`config.mk`:
```
export PLATFORM = sky130hd
export DESIGN_NAME = bp_fe_instr_queue
export DESIGN_NICKNAME = d
export VERILOG_FILES = /design/src/rtl/bp_fe_instr_queue_pkg.sv /design/src/rtl/bp_fe_instr_queue_mem.sv /design/src/rtl/bp_fe_instr_queue.sv
export SDC_FILE = /design/constraint.sdc
export NUM_CORES = 1
export LEC_CHECK = 0
export ABC_AREA = 1
export BUFFER_PORTS_ARGS = -buffer_cell sky130_fd_sc_hd__clkbuf_2
export CAP_MARGIN = 20
export CORE_MARGIN = 2
export CORE_UTILIZATION = 55
export CTS_CLUSTER_SIZE = 10
export DETAILED_ROUTE_END_ITERATION = 12
export GPL_ROUTABILITY_DRIVEN = 0
export PLACE_DENSITY_LB_ADDON = 0.05
export SYNTH_ARGS = -nofsm -noshare
export SYNTH_HDL_FRONTEND = slang
export SYNTH_SLANG_ARGS = --single-unit
export TNS_END_PERCENT = 1
```
`constraint.sdc`:
```
create_clock -name clk_i -period 6.3 [get_ports clk_i]
set_clock_uncertainty 0.05 [all_clocks]
set_input_delay 0.63 -clock clk_i [delete_from_list [all_inputs] [get_ports clk_i]]
set_output_delay 0.63 -clock clk_i [all_outputs]
set_load 0.1 [all_outputs]
```
`src/rtl/bp_fe_instr_queue_pkg.sv`:
```
// rtl/bp_fe_instr_queue_pkg.sv - shared RV64 and front-end queue types
// Contents:
//   rv64_instr_width_gp          : width of one RV64 instruction word
//   rv64_instr_s                 : packed instruction word, R-type field view
//   rv64_is_illegal()            : true when the encoding is not a 32-bit one
//   BP_FE_DECLARE_QUEUE_ENTRY_S  : macro declaring {pc, instr} for a given PC width
package bp_fe_instr_queue_pkg;

    localparam int rv64_instr_width_gp = 32;

    typedef struct packed {
        logic [6:0] funct7;
        logic [4:0] rs2;
        logic [4:0] rs1;
        logic [2:0] funct3;
        logic [4:0] rd;
        logic [6:0] opcode;
    } rv64_instr_s;

    localparam logic [1:0] rv64_uncompressed_gp = 2'b11;

    // Anything whose low opcode bits are not 2'b11 is a compressed or
    // unsupported encoding from the point of view of this front end.
    function automatic logic rv64_is_illegal(input rv64_instr_s instr);
        return instr.opcode[1:0] != rv64_uncompressed_gp;
    endfunction

endpackage

`ifndef BP_FE_DECLARE_QUEUE_ENTRY_S
`define BP_FE_DECLARE_QUEUE_ENTRY_S(vaddr_width_mp) \
    typedef struct packed { \
        logic [vaddr_width_mp-1:0] pc; \
        rv64_instr_s               instr; \
    } bp_fe_queue_entry_s
`endif

```
`src/rtl/bp_fe_instr_queue_mem.sv`:
```
// rtl/bp_fe_instr_queue_mem.sv - 2-write/1-read register array for the instruction queue
// Ports:
//   clk_i                : clock
//   i_w0_v / i_w0_data   : write port 0, writes entry i_waddr
//   i_w1_v / i_w1_data   : write port 1, writes entry i_waddr+1 (wraps modulo els_p)
//   i_waddr              : base write index
//   i_raddr / o_rdata    : asynchronous read port
module bp_fe_instr_queue_mem #(
    parameter  int width_p = 71,
    parameter  int els_p   = 8,
    localparam int ptr_w   = $clog2(els_p)
) (
    input  logic               clk_i,
    input  logic               i_w0_v,
    input  logic               i_w1_v,
    input  logic [ptr_w-1:0]   i_waddr,
    input  logic [width_p-1:0] i_w0_data,
    input  logic [width_p-1:0] i_w1_data,
    input  logic [ptr_w-1:0]   i_raddr,
    output logic [width_p-1:0] o_rdata
);

    logic [width_p-1:0] r_mem [els_p];
    logic [ptr_w-1:0]   w_waddr1;

    // els_p is a power of two, so the natural pointer overflow is the wrap.
    assign w_waddr1 = i_waddr + ptr_w'(1);

    always_ff @(posedge clk_i) begin
        if (i_w0_v) r_mem[i_waddr]  <= i_w0_data;
        if (i_w1_v) r_mem[w_waddr1] <= i_w1_data;
    end

    assign o_rdata = r_mem[i_raddr];

endmodule

```
`src/rtl/bp_fe_instr_queue.sv`:
```
// rtl/bp_fe_instr_queue.sv - fetch-to-decode instruction queue with beat splitting and flush
// Ports:
//   clk_i, reset_i         : clock, synchronous active-high reset
//   flush_i                : redirect, empties the queue at the next edge
//   fetch_v_i/fetch_ready_o: fetch beat handshake
//   fetch_pc_i, fetch_data_i : beat PC (word aligned) and two instruction words
//   instr_v_o/instr_yumi_i : decode valid/yumi handshake
//   instr_o, instr_pc_o, instr_illegal_o : head entry
//   count_o                : occupancy
module bp_fe_instr_queue
    import bp_fe_instr_queue_pkg::*;
#(
    parameter int vaddr_width_p = 39,
    parameter int els_p         = 8
) (
    input  logic                         clk_i,
    input  logic                         reset_i,
    input  logic                         flush_i,
    input  logic                         fetch_v_i,
    output logic                         fetch_ready_o,
    input  logic [vaddr_width_p-1:0]     fetch_pc_i,
    input  logic [63:0]                  fetch_data_i,
    output logic                         instr_v_o,
    output rv64_instr_s                  instr_o,
    output logic [vaddr_width_p-1:0]     instr_pc_o,
    output logic                         instr_illegal_o,
    input  logic                         instr_yumi_i,
    output logic [$clog2(els_p+1)-1:0]   count_o
);

    localparam int ptr_w = $clog2(els_p);
    localparam int cnt_w = $clog2(els_p+1);
    // Ready means at least two free slots, i.e. count <= els_p-2.
    localparam logic [cnt_w-1:0] ready_max_lp = cnt_w'(els_p - 2);

    `BP_FE_DECLARE_QUEUE_ENTRY_S(vaddr_width_p);

    logic [ptr_w-1:0]   r_rptr;
    logic [ptr_w-1:0]   r_wptr;
    logic [cnt_w-1:0]   r_count;

    logic               w_enq;
    logic               w_two;
    logic               w_deq;
    logic [cnt_w-1:0]   w_enq_n;
    bp_fe_queue_entry_s w_wdata0;
    bp_fe_queue_entry_s w_wdata1;
    bp_fe_queue_entry_s w_head;

    assign fetch_ready_o = (r_count <= ready_max_lp);
    assign instr_v_o     = (r_count != '0);
    assign count_o       = r_count;

    assign w_enq   = fetch_v_i & fetch_ready_o & ~flush_i;
    // A beat starting at an even word carries two instructions.
    assign w_two   = w_enq & ~fetch_pc_i[2];
    assign w_deq   = instr_yumi_i & instr_v_o & ~flush_i;
    assign w_enq_n = w_two ? cnt_w'(2) : (w_enq ? cnt_w'(1) : '0);

    assign w_wdata0 = {fetch_pc_i, fetch_pc_i[2] ? fetch_data_i[63:32] : fetch_data_i[31:0]};
    assign w_wdata1 = {fetch_pc_i + vaddr_width_p'(4), fetch_data_i[63:32]};

    always_ff @(posedge clk_i) begin
        if (reset_i | flush_i) begin
            r_rptr  <= '0;
            r_wptr  <= '0;
            r_count <= '0;
        end else begin
            if (w_enq) r_wptr <= r_wptr + (w_two ? ptr_w'(2) : ptr_w'(1));
            if (w_deq) r_rptr <= r_rptr + ptr_w'(1);
            r_count <= r_count + w_enq_n - cnt_w'(w_deq);
        end
    end

    bp_fe_instr_queue_mem #(
        .width_p ($bits(bp_fe_queue_entry_s)),
        .els_p   (els_p)
    ) mem (
        .clk_i     (clk_i),
        .i_w0_v    (w_enq),
        .i_w1_v    (w_two),
        .i_waddr   (r_wptr),
        .i_w0_data (w_wdata0),
        .i_w1_data (w_wdata1),
        .i_raddr   (r_rptr),
        .o_rdata   (w_head)
    );

    assign instr_o         = w_head.instr;
    assign instr_pc_o      = w_head.pc;
    assign instr_illegal_o = rv64_is_illegal(w_head.instr);

`ifndef SYNTHESIS
    a_yumi_without_valid: assert property (@(posedge clk_i) disable iff (reset_i)
        instr_yumi_i |-> instr_v_o);
    a_pc_misaligned: assert property (@(posedge clk_i) disable iff (reset_i)
        w_enq |-> (fetch_pc_i[1:0] == 2'b00));
    a_count_overflow: assert property (@(posedge clk_i) disable iff (reset_i)
        r_count <= cnt_w'(els_p));
`endif

endmodule
```
==> out/summary.json, run 1 <==
{
  "irDropWorstVdd_v": 0.000189,
  "drt.antenna.violating_nets": 0,
  "tightest_slew_ns": 1.12,
  "ctsLongestPathBuffers": 3,
  "first_global_vias": 21100,
  "syn_area_mm2": 0.0288,
  "yosys-top-cells-area": "sky130_fd_sc_hd__edfxtp_1, sky130_fd_sc_hd__nand2_1, sky130_fd_sc_hd__o21ai_0",
  "cts.reportedPaths.clkPinSlew_ns": 0.05,
  "n_antenna_cell": 0,
  "timing.critical_path.required_ns": 5.62,
  "path_class": "register to output pin",
  "worstPathArrival_ns": 3.59,
  "synthesized_instance_count": 3083,
  "drt_first_iter_violations": 1790,
  "drc": 0,
  "layout.cells.most_common_list": "sky130_fd_sc_hd__nand2_1, sky130_fd_sc_hd__edfxtp_1, sky130_fd_sc_hd__o21ai_0",
  "maxSlewHeadroom_pct": 25.2,
  "cts_buffers": 68,
  "most_common_library_cell_in_the_layout_ignoring_fill_and_taps": "sky130_fd_sc_hd__nand2_1",
  "buffer_ports.inserted": 185,
  "yosysTopAreaCellShare_pct": 59.1,
  "initial_utilization_pct": 55.9,
  "cp-end-kind": "output pin",
  "status": "finished clean",
  "placedInstanceArea_mm2": 0.0296,
  "post_synthesis_sequential_area_ratio_pct": 60.0,
  "timing.final.max_slew_violations": 0,
  "area_growth_pct": 8.94,
  "clock_insertion_delay_worst_skew_ns": 0.60,
  "design.portCount": 186,
  "totalPowerFinal_w": 0.00885,
  "cts_sinks": 581,
  "placement_rows": 83,
  "clock_tree.htree_level_count": 3,
  "routed_wl_um": 78700,
  "detailroute.via_count": 22100,
  "gr-usage-all-layers_pct": 29.2,
  "synth_top_area_cell": "sky130_fd_sc_hd__edfxtp_1",
  "antenna_found_initial": 0,
  "cts_tree": "yes",
  "syn_nets": 3204,
  "finalInstanceArea_mm2": 0.0314,
  "postCtsSetupRepairBufs": 0,
  "coreArea_mm2": 0.0516,
  "wire_per_inst_um": 21.1,
  "pre_cts_slack_ns": 2.70,
  "die_wd_um": 233,
  "synth_area_per_cell_um2": 9.36,
  "critical_path_source_type": "register",
  "synth.distinct_cells": 41,
  "post-route-min-period_ns": 4.27,
  "hold_path_class": "primary input to register",
  "ys_ff_latch": 581,
  "floorplan.die_area_mm2": 0.0543,
  "vias_per_cell": 5.93,
  "drt-pass1-iter-count": 6,
  "hold_slack_ns": 0.274,
  "number_of_warnings_reported_in_the_yosys_synthesis_log": 0,
  "postCtsResizedCells": 0,
  "max-cap-violations": 0,
  "setup_repair_after_global_routing_missed_its_margin": "false",
  "count_of_hold_fix_buffers_inserted_at_cts": 0,
  "power.density_cell_area_mw_per_mm2": 282,
  "fin_tns_setup_ns": 0,
  "postLayoutSetupSlackWorst_ns": 2.03,
  "grt_max_degree": 150,
  "fin_nets": 3144,
  "final.period_utilization_pct": 67.8,
  "maxClockFrequency_mhz": 234,
  "die_height_um": 233,
  "finalSetupViolations": 0,
  "share_of_layout_cells_above_drive_strength_1_pct": 11.7,
  "clock_tree.root_cell": "sky130_fd_sc_hd__clkbuf_16",
  "leakage_nw": 12.0,
  "critPathMaxFanout": 148,
  "reg2reg_slack_ns": 2.74,
  "overflow": 0,
  "hpwl_um": 41400,
  "grt_first_pass_wirelength_um": 121000,
  "timing_hold_violations_final": 0
}
==> worst max-delay path, cell delays in order, from the launching register on <==
cell and delay [ns]:
sky130_fd_sc_hd__dfxtp_4 0.50, sky130_fd_sc_hd__inv_8 0.64, sky130_fd_sc_hd__buf_12 0.39, sky130_fd_sc_hd__nor2_1 0.08
sky130_fd_sc_hd__o32ai_1 0.24, sky130_fd_sc_hd__nand2_1 0.09, sky130_fd_sc_hd__nand2_1 0.22, sky130_fd_sc_hd__clkbuf_2 0.50
==> area by class of cell <==
cell class,count,area [µm²]
clock inverters,6,55.1
repair buffers,217,1240
multi-input cells,2083,9850
fillers,4334,20200
clock buffers,87,1820
well taps,680,851
flip-flops and latches,581,17300
inverters,72,282
==> final timing paths <==
kind,start,to,cells past startpoint
worst max register to register,r_wptr[0],mem.r_mem[3][58],5
worst max-delay path,register,instr_pc_o[14],7
worst min register to register,r_rptr[2],register,2
worst min-delay path,fetch_pc_i[0],mem.r_mem[5][32],1
==> kinds of logic (layout without fill, tap and decap cells) <==
group / Yosys count / in the layout / synth area share, %
flip-flops: 581 / 581 / 60.0
buffers and inverters: 419 / 382 / 6.12
XOR/XNOR: 10 / 10 / 0.421
AO/OA/AOI/OAI: 677 / 677 / 13.6
adder cells (fa/ha/maj): 13 / 13 / 0.616
multiplexers: 1 / 1 / 0.0347
AND/OR/NAND/NOR: 1382 / 1382 / 19.2
==> flip-flops by register name (all words and copies together) (netlist names), named ones only <==
name and cells:
mem.r_mem 568, count_o 4, r_rptr 3, r_wptr 3
==> per-layer routing <==
layer  part of all wire, %  track usage, %  up-vias  wire (µm)
met4                   3.0            10.1        0       2390
met2                    48            48.0      897      37500
met5                     0               0        -          0
met1                    42            39.6    10600      33100
met3                   7.3            4.53      176       5730
li1                      -               -    10400          -
==> Yosys cell counts <==
cell type,count
sky130_fd_sc_hd__nand2_1,846
sky130_fd_sc_hd__edfxtp_1,568
sky130_fd_sc_hd__o21ai_0,486
sky130_fd_sc_hd__nor2_1,452
sky130_fd_sc_hd__clkbuf_1,267
sky130_fd_sc_hd__o32ai_1,138
sky130_fd_sc_hd__inv_1,69
sky130_fd_sc_hd__buf_2,48
sky130_fd_sc_hd__o21ai_1,43
sky130_fd_sc_hd__nand3_1,29
sky130_fd_sc_hd__buf_4,21
sky130_fd_sc_hd__nand2_2,15
sky130_fd_sc_hd__nor2_4,14
sky130_fd_sc_hd__dfxtp_1,13
sky130_fd_sc_hd__ha_1,11
sky130_fd_sc_hd__nand3_2,9
sky130_fd_sc_hd__a21oi_1,8
sky130_fd_sc_hd__buf_6,7
sky130_fd_sc_hd__xor2_1,5
sky130_fd_sc_hd__buf_1,4
sky130_fd_sc_hd__nand3b_1,4
sky130_fd_sc_hd__fa_1,2
sky130_fd_sc_hd__inv_2,2
sky130_fd_sc_hd__nor2_2,2
sky130_fd_sc_hd__nor2_8,2
sky130_fd_sc_hd__xnor2_1,2
sky130_fd_sc_hd__xor2_2,2
sky130_fd_sc_hd__inv_4,1
sky130_fd_sc_hd__mux2i_1,1
sky130_fd_sc_hd__nand2_4,1
sky130_fd_sc_hd__nand3_4,1
sky130_fd_sc_hd__nand3b_4,1
sky130_fd_sc_hd__nand4_1,1
sky130_fd_sc_hd__nand4_4,1
sky130_fd_sc_hd__nor3_1,1
sky130_fd_sc_hd__nor3b_1,1
sky130_fd_sc_hd__o21bai_1,1
sky130_fd_sc_hd__o22ai_1,1
sky130_fd_sc_hd__or2_1,1
sky130_fd_sc_hd__or2_2,1
sky130_fd_sc_hd__xor2_4,1
==> through the flow <==
| step | instances | util (%) |
|---|---|---|
| final | 3726 | 60.9 |
| after global routing | 3726 | 60.9 |
| after CTS | 3726 | 60.9 |
| after detailed placement | 3633 | 57.3 |
| after global placement | 3632 | 57.2 |
| after floorplan | 3083 | - |
==> report_power, final <==
part           switching (W)  internal, W  total, W
clock                0.00147      0.00200   0.00347
sequential         0.0000227      0.00434   0.00437
combinational       0.000788     0.000221   0.00101
No activity file was read; power rests on OpenSTA's default activity.
==> run 2: changes to the inputs <==
--- a/config.mk
+++ b/config.mk
@@ -5,7 +5,7 @@
 export SDC_FILE = /design/constraint.sdc
 export NUM_CORES = 1
 export LEC_CHECK = 0
-export ABC_AREA = 1
+export ABC_AREA = 0
 export BUFFER_PORTS_ARGS = -buffer_cell sky130_fd_sc_hd__clkbuf_2
 export CAP_MARGIN = 20
 export CORE_MARGIN = 2
==> constraint.sdc (replaced) <==
create_clock -name clk_i -period 3.7 [get_ports clk_i]
set_clock_uncertainty 0.05 [all_clocks]
set_input_delay 0.37 -clock clk_i [delete_from_list [all_inputs] [get_ports clk_i]]
set_output_delay 0.37 -clock clk_i [all_outputs]
set_load 0.1 [all_outputs]
==> run 2 against run 1 <==
Compared with the run above:
- power rose by 74%
- final cell count decreased by 25%
- global-route usage down 2.7 points
- clock-buffer cell count did not move
- wire length shrank 13%
- worst hold slack lost 0.24 ns
- combinational power rose by 99%
- first-iteration DRC count decreased by 9.0%
- die area is 2.8% lower
- largest power group unchanged
- highest routed layer is now met5
==> out/summary.json, run 2 <==
{
  "synth_compound_gate_area_share_pct": 4.94,
  "share_of_layout_cells_above_drive_strength_1_pct": 26.1,
  "fin_util_pct": 62.0,
  "largest-register": "mem.r_mem",
  "cts_tree": "yes",
  "drt-pass1-iter-count": 5,
  "synth.mux.area_fraction_pct": 15.4,
  "critical_path_cell_list": "buf_4 > mux4_2 > mux2_2 > clkbuf_2",
  "cts.reportedPaths.clkPinSlew_ns": 0.05,
  "hold_path_class": "primary input to register",
  "power.density_cell_area_mw_per_mm2": 493,
  "setup_repair_after_global_routing_missed_its_margin": "false",
  "largest_register_ff_count": 568,
  "critical_path_source_type": "register",
  "overflow": 0,
  "most_common_library_cell_in_the_layout_ignoring_fill_and_taps": "sky130_fd_sc_hd__edfxtp_1",
  "comb_power_share_pct": 13.1,
  "area_growth_pct": 11.2,
  "maxClockFrequency_mhz": 301,
  "maximum_single_stage_delay_on_the_critical_path_ns": 0.61,
  "synth.distinct_cells": 41,
  "clock_tree.root_cell": "sky130_fd_sc_hd__clkbuf_16",
  "clock_power_share_pct": 38.3,
  "synth-main-ff-cell": "sky130_fd_sc_hd__edfxtp_1",
  "postCtsResizedCells": 0,
  "multi_input_area_mm2": 0.00956,
  "synth-edff-count": 568,
  "total_switching_power_w": 0.00394,
  "crit_family": "multiplexers",
  "yosys.cell_count.top_type": "sky130_fd_sc_hd__edfxtp_1",
  "dominant_combinational_cell_family_by_area_after_synthesis": "multiplexers",
  "drt_first_iter_violations": 1629,
  "die_wd_um": 230,
  "synthesized_instance_count": 2121,
  "whs_path_depth": 1,
  "routed_wl_um": 68500,
  "nFillCells": 3773,
  "path_class": "register to output pin",
  "synth_area_in_xor_xnor_pct": 4.69,
  "synth_top_area_cell": "sky130_fd_sc_hd__edfxtp_1",
  "syn_area_mm2": 0.0280,
  "final.period_utilization_pct": 89.9,
  "layout.cells.most_common_list": "sky130_fd_sc_hd__edfxtp_1, sky130_fd_sc_hd__nor2_1, sky130_fd_sc_hd__a21oi_1",
  "critPathMaxFanout": 20,
  "totalPowerFinal_w": 0.0154,
  "buffer_ports.inserted": 185,
  "first_global_vias": 16500,
  "antenna_found_initial": 3,
  "pwr-share-seq_pct": 48.6,
  "synth_simple_gate_area_share_pct": 7.85,
  "fin_nets": 2232,
  "pre_cts_slack_ns": 0.531,
  "clock_tree.htree_level_count": 3,
  "status": "finished clean",
  "irDropWorstVdd_v": 0.000340,
  "drc": 0,
  "finalSetupViolations": 0,
  "worstPathArrival_ns": 2.91,
  "gr-usage-all-layers_pct": 26.5,
  "worst_r2r_path_depth": 8,
  "crit_slowest_cell": "sky130_fd_sc_hd__dfxtp_4",
  "vias_per_cell": 5.96,
  "postCtsSetupRepairBufs": 0,
  "cp_num_cells": 4,
  "tightest_slew_ns": 1.11,
  "ys_ff_latch": 581,
  "ff_latch_area_mm2": 0.0173,
  "cts_buffers": 68,
  "timing.final.max_slew_violations": 0,
  "placedInstanceArea_mm2": 0.0293,
  "finalInstanceArea_mm2": 0.0312,
  "yosys-top-cells-area": "sky130_fd_sc_hd__edfxtp_1, sky130_fd_sc_hd__mux4_2, sky130_fd_sc_hd__nor2_1",
  "coreArea_mm2": 0.0503,
  "wire_per_inst_um": 24.5,
  "hpwl_um": 38600,
  "synth_area_per_cell_um2": 13.2,
  "clock_insertion_delay_worst_skew_ns": 0.59,
  "initial_utilization_pct": 55.7,
  "cts_sinks": 581,
  "timing_hold_violations_final": 0,
  "count_of_hold_fix_buffers_inserted_at_cts": 0,
  "number_of_warnings_reported_in_the_yosys_synthesis_log": 0,
  "synth-adder-area-share_pct": 0.634,
  "post_synthesis_sequential_area_ratio_pct": 61.8,
  "yosysTopAreaCellShare_pct": 60.9,
  "die_height_um": 230,
  "post-route-min-period_ns": 3.33,
  "syn_nets": 2242,
  "placement_rows": 82,
  "max-cap-violations": 0,
  "grt_max_degree": 78,
  "internal_power_w": 0.0114,
  "leakage_nw": 10.6,
  "postLayoutSetupSlackWorst_ns": 0.372,
  "ctsLongestPathBuffers": 3,
  "drt.antenna.violating_nets": 0,
  "worstPathBufferInverterCount": 2,
  "synth_async_sr_flop_share_pct": 0,
  "timing.critical_path.required_ns": 3.28,
  "power_switching_share_pct": 25.6,
  "cp-end-kind": "output pin",
  "grt_first_pass_wirelength_um": 104000,
  "maxSlewHeadroom_pct": 25.6,
  "floorplan.die_area_mm2": 0.0528,
  "detailroute.via_count": 16700,
  "design.portCount": 186,
  "synthTopCellsByCount": "sky130_fd_sc_hd__edfxtp_1, sky130_fd_sc_hd__nor2_1, sky130_fd_sc_hd__a21oi_1, sky130_fd_sc_hd__clkbuf_1, sky130_fd_sc_hd__mux4_2"
}
==> run 2: worst register-to-register path: stages (launching register included) <==
cell                      delay [ns]
sky130_fd_sc_hd__dfxtp_4        0.35
sky130_fd_sc_hd__inv_1          0.05
sky130_fd_sc_hd__ha_1           0.22
sky130_fd_sc_hd__and3_1         0.21
sky130_fd_sc_hd__or4_1          0.81
sky130_fd_sc_hd__or2_2          0.45
sky130_fd_sc_hd__buf_4          0.44
sky130_fd_sc_hd__nor2_1         0.29
sky130_fd_sc_hd__xor2_1         0.10
==> run 2: cell families after synthesis <==
logic type	Yosys count
AO/OA/AOI/OAI	273
XOR/XNOR	150
adder cells (fa/ha/maj)	13
buffers and inverters	329
flip-flops	581
multiplexers	245
AND/OR/NAND/NOR	530
==> run 2: final cells by class <==
type,instances,share of cell area (%)
Clock inverter,2,0.0402
Antenna cell,1,0.00803
Timing Repair Buffer,238,4.89
Clock buffer,87,5.93
Sequential cell,581,55.6
Tap cell,672,2.70
Inverter,11,0.132
Multi-Input combinational cell,1211,30.7
==> run 2: path summary, 6_finish.rpt <==
path                                startpoint               end  slack, ns
worst max-delay path                  register    instr_pc_o[20]       0.37
worst min-delay path            fetch_pc_i[29]  mem.r_mem[1][61]       0.04
worst max register to register      count_o[3]  mem.r_mem[2][44]       0.48
worst min register to register       r_rptr[1]          register       0.44
==> run 2: power groups by stage <==
stage / clock (W) / combinational, W / sequential, W
after floorplan: 0 / 0.00158 / 0.00763
after global placement: 0 / 0.00199 / 0.00760
after detailed placement: 0 / 0.00202 / 0.00761
after CTS: 0.00598 / 0.00202 / 0.00748
after global routing: 0.00622 / 0.00213 / 0.00749
final: 0.00588 / 0.00201 / 0.00748
==> run 2: stage by stage <==
step | hold WS [ns] | setup TNS [ns] | instances
after floorplan | 0.404 | -26.48 | 2121
after global placement | 0.418 | 0 | 2713
after detailed placement | 0.426 | 0 | 2713
after CTS | 0.00350 | 0 | 2802
after global routing | 0.0299 | 0 | 2803
final | 0.0358 | 0 | 2803
==> run 2: routing by layer <==
metal	GRT usage, %	wire length, µm	vias up	part of all wire (%)
met5	0	23	-	0.034
met4	7.30	1190	4	1.7
met3	4.10	5030	76	7.3
met2	42.0	32900	638	48
met1	38.6	29400	8407	43
li1	-	-	7569	-
